--- src/rtl/fnd_apb_pkg.sv ---
// Shared types and register map for the two-port APB arbiter in front of the FND peripheral.
package fnd_apb_pkg;

    typedef enum logic [1:0] {
        IDLE   = 2'd0,
        SETUP  = 2'd1,
        ACCESS = 2'd2
    } state_t;

    localparam logic [3:0] FND_FCR_ADDR = 4'h0;
    localparam logic [3:0] FND_FDR_ADDR = 4'h4;
    localparam logic [3:0] FND_FPR_ADDR = 4'h8;

endpackage

--- src/rtl/rr_arbiter_2.sv ---
// Two-way round-robin pick; the last_grant register lives in the parent.
module rr_arbiter_2
    import fnd_apb_pkg::*;
(
    input  logic [1:0] i_req,
    input  logic       i_last_grant,
    input  logic       i_enable,
    output logic [1:0] o_grant
);

    // On a tie the requester that did not win last time goes next.
    always_comb begin
        o_grant = 2'b00;
        if (i_enable) begin
            if (i_req == 2'b11) begin
                o_grant = i_last_grant ? 2'b01 : 2'b10;
            end else begin
                o_grant = i_req;
            end
        end
    end

endmodule

--- src/rtl/fnd_apb_arbiter.sv ---
// Two-requester APB master for the FND register file: round-robin grant, SETUP/ACCESS
// sequencing, PREADY timeout, and a registered per-requester done pulse with read data.
module fnd_apb_arbiter
    import fnd_apb_pkg::*;
#(
    parameter int ADDR_W         = 4,
    parameter int DATA_W         = 32,
    parameter int TIMEOUT_CYCLES = 16
)
(
    input  logic              PCLK,
    input  logic              PRESET,
    input  logic              req0_valid,
    input  logic              req0_write,
    input  logic [ADDR_W-1:0] req0_addr,
    input  logic [DATA_W-1:0] req0_wdata,
    output logic              req0_ack,
    output logic              req0_done,
    input  logic              req1_valid,
    input  logic              req1_write,
    input  logic [ADDR_W-1:0] req1_addr,
    input  logic [DATA_W-1:0] req1_wdata,
    output logic              req1_ack,
    output logic              req1_done,
    output logic [DATA_W-1:0] rsp_rdata,
    output logic              rsp_err,
    output logic [ADDR_W-1:0] PADDR,
    output logic [DATA_W-1:0] PWDATA,
    output logic              PWRITE,
    output logic              PSEL,
    output logic              PENABLE,
    input  logic [DATA_W-1:0] PRDATA,
    input  logic              PREADY,
    output logic [1:0]        o_dbg_state
);

    localparam int                CNT_W    = (TIMEOUT_CYCLES > 2) ? $clog2(TIMEOUT_CYCLES) : 1;
    localparam logic [CNT_W-1:0]  CNT_LAST = CNT_W'(TIMEOUT_CYCLES - 1);
    localparam logic [CNT_W-1:0]  CNT_ONE  = CNT_W'(1);

    state_t            r_state;
    logic              r_owner;
    logic              r_last_grant;
    logic [CNT_W-1:0]  r_cnt;
    logic [1:0]        w_grant;
    logic              w_enable;
    logic              w_win;

    // Handshake: reqN_valid is held with a stable payload until reqN_ack; ack is a
    // combinational one-cycle pulse in an IDLE cycle and the payload is latched on that
    // edge. Dropping valid before ack withdraws the request with no side effect.
    assign w_enable = (r_state == IDLE) && !PRESET;

    rr_arbiter_2 u_arb (
        .i_req        ({req1_valid, req0_valid}),
        .i_last_grant (r_last_grant),
        .i_enable     (w_enable),
        .o_grant      (w_grant)
    );

    assign req0_ack    = w_grant[0];
    assign req1_ack    = w_grant[1];
    assign w_win       = w_grant[1];
    assign o_dbg_state = r_state;

    always_ff @(posedge PCLK or posedge PRESET) begin
        if (PRESET) begin
            r_state      <= IDLE;
            r_owner      <= 1'b0;
            r_last_grant <= 1'b1;
            r_cnt        <= '0;
            PADDR        <= '0;
            PWDATA       <= '0;
            PWRITE       <= 1'b0;
            PSEL         <= 1'b0;
            PENABLE      <= 1'b0;
            req0_done    <= 1'b0;
            req1_done    <= 1'b0;
            rsp_rdata    <= '0;
            rsp_err      <= 1'b0;
        end else begin
            req0_done <= 1'b0;
            req1_done <= 1'b0;
            case (r_state)
                IDLE: begin
                    if (|w_grant) begin
                        PADDR        <= w_win ? req1_addr  : req0_addr;
                        PWDATA       <= w_win ? req1_wdata : req0_wdata;
                        PWRITE       <= w_win ? req1_write : req0_write;
                        PSEL         <= 1'b1;
                        PENABLE      <= 1'b0;
                        r_owner      <= w_win;
                        r_last_grant <= w_win;
                        r_cnt        <= '0;
                        r_state      <= SETUP;
                    end
                end
                SETUP: begin
                    PENABLE <= 1'b1;
                    r_state <= ACCESS;
                end
                ACCESS: begin
                    // Completion and timeout share the exit path; only the payload differs.
                    if (PREADY || (r_cnt == CNT_LAST)) begin
                        PSEL      <= 1'b0;
                        PENABLE   <= 1'b0;
                        rsp_err   <= !PREADY;
                        rsp_rdata <= (PREADY && !PWRITE) ? PRDATA : '0;
                        req0_done <= !r_owner;
                        req1_done <= r_owner;
                        r_state   <= IDLE;
                    end else begin
                        r_cnt <= r_cnt + CNT_ONE;
                    end
                end
                default: r_state <= IDLE;
            endcase
        end
    end

endmodule

--- config.mk ---
export PLATFORM = sky130hd
export DESIGN_NAME = fnd_apb_arbiter
export DESIGN_NICKNAME = d
export VERILOG_FILES = /design/src/rtl/fnd_apb_pkg.sv /design/src/rtl/rr_arbiter_2.sv /design/src/rtl/fnd_apb_arbiter.sv
export SDC_FILE = /design/constraint.sdc
export NUM_CORES = 1
export LEC_CHECK = 0
export ABC_AREA = 0
export ABC_CLOCK_PERIOD_IN_PS = 3000
export CAP_MARGIN = 20
export CORE_AREA = 2 2 97 99
export CTS_BUF_LIST = sky130_fd_sc_hd__clkbuf_2 sky130_fd_sc_hd__clkbuf_4 sky130_fd_sc_hd__clkbuf_8
export CTS_CLUSTER_DIAMETER = 200
export CTS_CLUSTER_SIZE = 28
export DETAILED_ROUTE_END_ITERATION = 10
export DIE_AREA = 0 0 99 101
export MAX_ROUTING_LAYER = met4
export PLACE_DENSITY = 0.91
export SETUP_SLACK_MARGIN = 0.2
export SLEW_MARGIN = 10
export SYNTH_ARGS = -nofsm -noshare
export SYNTH_HDL_FRONTEND = slang
export SYNTH_HIERARCHICAL = 1
export SYNTH_SLANG_ARGS = --single-unit
--- constraint.sdc ---
create_clock -name PCLK -period 3 [get_ports PCLK]
set_clock_uncertainty 0.05 [all_clocks]
set_input_delay 0.6 -clock PCLK [delete_from_list [all_inputs] [get_ports PCLK]]
set_output_delay 0.6 -clock PCLK [all_outputs]
set_load 0.005 [all_outputs]
==> metrics <==
Max clock buf depth=2; Worst Path Max Fanout=7; Area Overhead vs Synth=62.86%; fin crit period=2624 ps; DRT iter0 DRCs=94; mean post-synth cell area=between 10 and 15 sq um; clock power share=0.182; Hold Buf Count CTS=0; CTS H-Tree Depth=3; Yosys warnings=6; routed len/inst=about 16 um; Fmax achieved=381.0 MHz; Internal=about 3.5 mW; sequential-to-total area share from yosys stat=0.5827; Slew Viols, Final=0; root buf cell=clkbuf_8; DRT Pass-1 Iters=4; Reg2Reg Capture Point=PWDATA[26]; GRT Util Overall=0.1969; Net count, final=approximately 600; number of synthesized flops with an enable pin=0; Synth area leaders=dfrtp_1 (58%), mux2i_1 (11%), o21ai_0 (9.5%); Post-Route Setup TNS=0 ps; # Max-Cap Violations=0; Worst setup EP type=output pin; Async SR Flop Fraction=1.000; Die X=between 90 and 100 um; sw frac=0.3115; largest net degree at the start of global routing=47; Logic pwr share=0.447; CP required=roughly 2400 ps; GRT Residual Overflow=0; Starting Density=0.3925; aggregate routed wire length=9.415 mm; port bufs=approximately 190; num rows=35; R2R cell count=8; clock sinks=82; Worst EP arrival=1970 ps; status=complete, no violations; CP Launch Type=register; leak pwr=approximately 2.4 nW; post-synthesis cell type count=33; Worst slew margin=0.5269; remaining antenna violation count after routing=0; worst slew pin tran=roughly 710 ps; P_sw=approximately 1.6 mW; Post-synth top flop=dfrtp_1; number of vias per cell=between 5 and 6; worst reg2reg path startpoint=o_dbg_state[0]; class of the worst hold path=register to register; first-pass GRT wire length=15.28 mm; CTS tree=built; hpwl dp=6.935 mm; cts bufs inserted=9; unrepaired setup endpoints after global routing=false; most numerous cell in the Yosys netlist=dfrtp_1; Final Cycle Share=0.8748; diode count=0; mapped cell area=between 3000 and 4000 sq um; Ports=about 190; Post-Syn Instances=296; Core ar.=roughly 9000 sq um; total die area=9999 sq um; vias in the first global route=3124; Hold Path Origin=PSEL; WHS=436.4 ps; hold path cells=1; Placer Congestion=between 0.8 and 0.9; initial antenna violation count=0; PwrDens=between 800 and 900 nW/um^2; Fin. Hold Viols=0; leading area contributor after synthesis=dfrtp_1; Fillers=~700; Vias=3055; worst skew pair latency=between 300 and 400 ps; DR DRC count=0; top-area cell type share of the netlist area=0.5753; die height=~100 um; hold worst-path end=PSEL; CTS clk-pin slew, worst paths=70 ps; #FFs+latches synth=82; CP Class=register to output pin; Setup Viol. Count Final=0; internal reg-to-reg setup slack=550 ps; Flop pwr share=0.371; top cells by count, synth=dfrtp_1 (81), o21ai_0 (67), mux2i_1 (39), a22o_1 (34); peak supply drop=0.4172 mV; net count after synthesis=between 400 and 500; ratio of cells with drive above 1 in the final layout=0.07039
[sequential cells by signal, indices dropped and copies added, names as in the netlist]
name,cells
req0_done,1
PWDATA,32
r_cnt,4
req1_done,1
rsp_rdata,32
r_owner,1
o_dbg_state,2
r_last_grant,1
PSEL,1
PENABLE,1
PWRITE,1
rsp_err,1
PADDR,4
[metrics by stage]
stage               total power, mW  worst slack [ps]    util  cells  instance area, sq um
floorplan                     2.825             243.2       -    296                  3523
global placement              4.056             214.4  0.6120    579                  5494
detailed placement            4.140             130.4  0.6120    579                  5494
CTS                           5.082             219.8  0.6375    593                  5723
global route                  5.362             241.3  0.6392    594                  5738
finish                        5.019             375.6  0.6392    594                  5738
[layer usage]
layer	wire length (um)	track usage	up-vias	share of wire
met2	4462	0.3176	161	0.47
li1	-	-	1446	-
met5	0	-	-	0
met1	4104	0.2543	1436	0.44
met3	735	0.03953	12	0.078
met4	113	0.05690	0	0.012
[worst max-delay path by stage]
stage	from	end	slack, ps	depth (start not counted)
after floorplan	PRESET	PADDR[0]	240	1
after global placement	PRESET	r_cnt[1]	210	8
after detailed placement	PRESET	PWDATA[26]	130	8
after CTS	o_dbg_state[0]	req1_ack	220	5
after global routing	o_dbg_state[0]	req1_ack	240	5
final	o_dbg_state[0]	req1_ack	380	5
[cell usage in the layout (no fill, tap or decap), types with 2 or more instances in the layout]
cell / count
inv_1: 4
o21ai_0: 67
clkbuf_4: 2
a21o_1: 2
clkbuf_8: 9
nand2_1: 4
nor2_1: 5
mux2i_1: 39
o21ai_1: 10
a21oi_1: 4
dfrtp_1: 81
clkdlybuf4s50_1: 187
a22o_1: 34
bufinv_16: 3
buf_4: 8
nand3_1: 2
[critical path, cell delays in order (launching register included)]
cell	delay (ps)
dfrtp_1	470
or2_1	300
nor2_1	140
nand2_1	110
a21oi_4	120
clkdlybuf4s50_1	510
[power groups by stage]
| stage | Clock [mW] | Combinational, mW | Sequential, mW |
|---|---|---|---|
| 2_1_floorplan | 0 | 0.947 | 1.88 |
| 3_3_place_gp | 0 | 2.20 | 1.85 |
| 3_5_place_dp | 0 | 2.27 | 1.87 |
| 4_1_cts | 0.945 | 2.28 | 1.86 |
| 5_1_grt | 0.990 | 2.45 | 1.92 |
| 6_report | 0.915 | 2.24 | 1.86 |
[layout make-up]
| type | count | area, sq um | area share |
|---|---|---|---|
| tap | 111 | 138.9 | 0.02420 |
| sequential | 82 | 2053 | 0.3578 |
| inverter | 5 | 20.02 | 0.003489 |
| clock buffer | 11 | 138.9 | 0.02420 |
| clock inverter | 3 | 90.09 | 0.01570 |
| timing repair buffer | 197 | 1964 | 0.3423 |
| multi-input combinational | 185 | 1333 | 0.2322 |
[cells by family (layout without fill, tap and decap cells)]
logic type / count (synthesis) / count (layout) / synth area share
flip-flops: 82 / 82 / 0.5827
adder cells (fa/ha/maj): 1 / 1 / 0.003551
multiplexers: 40 / 40 / 0.1140
AO/OA/AOI/OAI: 124 / 124 / 0.2209
buffers and inverters: 29 / 216 / 0.04439
AND/OR/NAND/NOR: 20 / 20 / 0.03445
[timing repair]
action,4_1_cts,5_1_grt
gates resized for setup,0,1
setup buffers,0,1
endpoints found under the setup margin,0,2
(Power assumes the default switching activity.)
==> RTL edit: new RTL, same settings <==
Set the parameter `TIMEOUT_CYCLES` to 32 (it was 16).
--- a/src/rtl/fnd_apb_arbiter.sv
+++ b/src/rtl/fnd_apb_arbiter.sv
@@ -7,3 +7,3 @@
     parameter int DATA_W         = 32,
-    parameter int TIMEOUT_CYCLES = 16
+    parameter int TIMEOUT_CYCLES = 32
 )
Check against the original RTL: same outputs for any inputs over 10 cycles, from zero or initial values and one cycle with PRESET high; that may be too few to reach the edited logic, so the function may still have changed.
==> RTL edit against the unedited design <==
  * Design area rose by 1.6%
  * Routed wire length fell by 3.1%
  * Critical path type is now input pin to primary output
  * Sequential cell count rose by 1
  * Power fell by 6.3%
  * Critical endpoint is now req0_ack
  * Worst setup slack improved by 0.14 ns
  * Register-to-register slack improved by 0.35 ns
  * Highest routed layer unchanged
  * Synthesized area rose by 2.8%
  * Die area did not move
  * Core utilization rose by 1.0 points
==> RTL edit: results (changes against the unedited design) <==
| Metric | Value |
|---|---|
| Number of vias per cell after detailed routing | 4.80 (was 5.14) |
| GRT Total Usage | 0.192 (was 0.197) |
| Global-route wire length before repair | 15.0 mm (was 15.3 mm) |
| Crit path max fanout | 2 (was 7) |
| # nets final | 660 (was 592) |
| Biggest regs | PWDATA: 32 flops, rsp_rdata: 32 flops, r_cnt: 5 flops (was PWDATA: 32 flops, rsp_rdata: 32 flops) |
| Detailed-placement wirelength estimate | 7.06 mm (was 6.94 mm) |
| Number of global-route vias before repair | 3,278 (was 3,124) |
| GPL Wtd Cong | 0.799 (was 0.808) |
| Syn_nets | 478 (was 408) |
| Result of the run | completed (unchanged) |
| Commonest cells in the synthesized netlist | 108 x sky130_fd_sc_hd__nand2_1, 82 x sky130_fd_sc_hd__dfrtp_1, 40 x sky130_fd_sc_hd__o21ai_1 (was 81 x sky130_fd_sc_hd__dfrtp_1, 67 x sky130_fd_sc_hd__o21ai_0, 39 x sky130_fd_sc_hd__mux2i_1) |
| Insertion delay of the later-clocked pin in the worst-skew pair | 0.33 ns (about the same) |
| Sequential share of the synthesized area | 0.574 (was 0.583) |
| Maximum count of clock buffers along a single path | 2 (unchanged) |
| Slowest stage delay, CP | 0.45 ns (was 0.51 ns) |
| Wire length after detailed routing | 9.12 mm (was 9.42 mm) |
| Leakage | 2.50 nW (was 2.42 nW) |
| Signal arrival time at the worst endpoint | 1.83 ns (was 1.97 ns) |
| Kind of cell with the highest combined delay on the critical path | buffers and inverters (was simple AND/OR/NAND/NOR gates) |
| Layout cell share with drive strength beyond 1 | 0.0581 (was 0.0704) |
| Filler cell count | 709 (was 702) |
| Cell types occupying the most area after synthesis | sky130_fd_sc_hd__dfrtp_1 57%, sky130_fd_sc_hd__nand2_1 11%, sky130_fd_sc_hd__mux2i_1 10% (was sky130_fd_sc_hd__dfrtp_1 58%, sky130_fd_sc_hd__mux2i_1 11%, sky130_fd_sc_hd__o21ai_0 9.5%) |
| Largest net degree at the start of global routing | 75 (was 47) |
| Main flop type after synthesis | sky130_fd_sc_hd__dfrtp_1 (unchanged) |
| DR iter-0 viols | 80 (was 94) |
| Max rail drop VDD | 0.444 mV (was 0.417 mV) |
| Number of flops mapped to enable cells by yosys | 0 (unchanged) |
| Library cells used by synthesis | 29 (was 33) |
[RTL edit: changes by cell type in the layout (fill, tap and decap cells not counted), moves of 3 or more]
cell	before	now
sky130_fd_sc_hd__a22o_1	34	4
sky130_fd_sc_hd__buf_12	1	4
sky130_fd_sc_hd__buf_4	8	3
sky130_fd_sc_hd__nand2_1	4	108
sky130_fd_sc_hd__nand3_1	2	7
sky130_fd_sc_hd__o21ai_0	67	32
sky130_fd_sc_hd__o21ai_1	10	40
[RTL edit: final timing paths]
check,slack (ns),end,start,cells after the start
hold reg to reg,0.43,PWDATA[17],PWDATA[17],2
max in group asynchronous,1.58,rsp_rdata[19],PRESET,3
hold / removal,0.43,PWDATA[17],PWDATA[17],2
min in group asynchronous,0.65,o_dbg_state[0],PRESET,2
setup reg to reg,0.90,PWDATA[15],o_dbg_state[0],9
setup / recovery,0.52,req0_ack,PRESET,6
[RTL edit: where the power goes]
group          internal (W)  switching (W)
clock network      0.000485       0.000375
logic               0.00116       0.000861
registers           0.00156       0.000264
total               0.00320        0.00150
[RTL edit: final cells by class]
cell class | instances | area, um^2 | share of cell area
multi-input cells | 254 | 1400 | 0.239
inverters | 4 | 16.3 | 0.00279
flip-flops and latches | 83 | 2080 | 0.356
clock buffers | 11 | 139 | 0.0238
repair buffers | 195 | 1990 | 0.341
well taps | 111 | 139 | 0.0238
clock inverters | 4 | 76.3 | 0.0131
[RTL edit: through the flow]
step | area, um^2 | worst slack (ns) | std cells | power (W) | hold slack [ns]
global placement | 5610 | 0.234 | 647 | 0.00380 | 0.410
floorplan | 3620 | 0.215 | 365 | 0.00271 | 0.366
CTS | 5820 | 0.218 | 662 | 0.00477 | 0.437
global route | 5830 | 0.427 | 662 | 0.00506 | 0.456
finish | 5830 | 0.516 | 662 | 0.00470 | 0.431
detailed placement | 5610 | 0.207 | 647 | 0.00389 | 0.419
[RTL edit: kinds of logic after synthesis]
logic type	Yosys count	synth area share
DFF	83	0.574
and+or+nand+nor	132	0.149
buffers and inverters	28	0.0459
muxes	37	0.102
AOI/OAI and AO/OA	83	0.123
adders and majority gates	2	0.00691
[RTL edit: per-layer routing]
| layer | up-vias | global-route usage | share of wire |
|---|---|---|---|
| met1 | 1462 | 0.227 | 0.42 |
| met4 | 0 | 0.0506 | 0.0079 |
| met2 | 128 | 0.338 | 0.51 |
| met5 | - | - | 0 |
| li1 | 1584 | - | - |
| met3 | 6 | 0.0354 | 0.068 |
[RTL edit: what timing repair did]
action                                 4_1_cts  5_1_grt
cloned                                       0        0
endpoints found under the hold margin        0        0
setup endpoints to repair                    1        1
pin swaps                                    0        0
gates resized for setup                      1        2
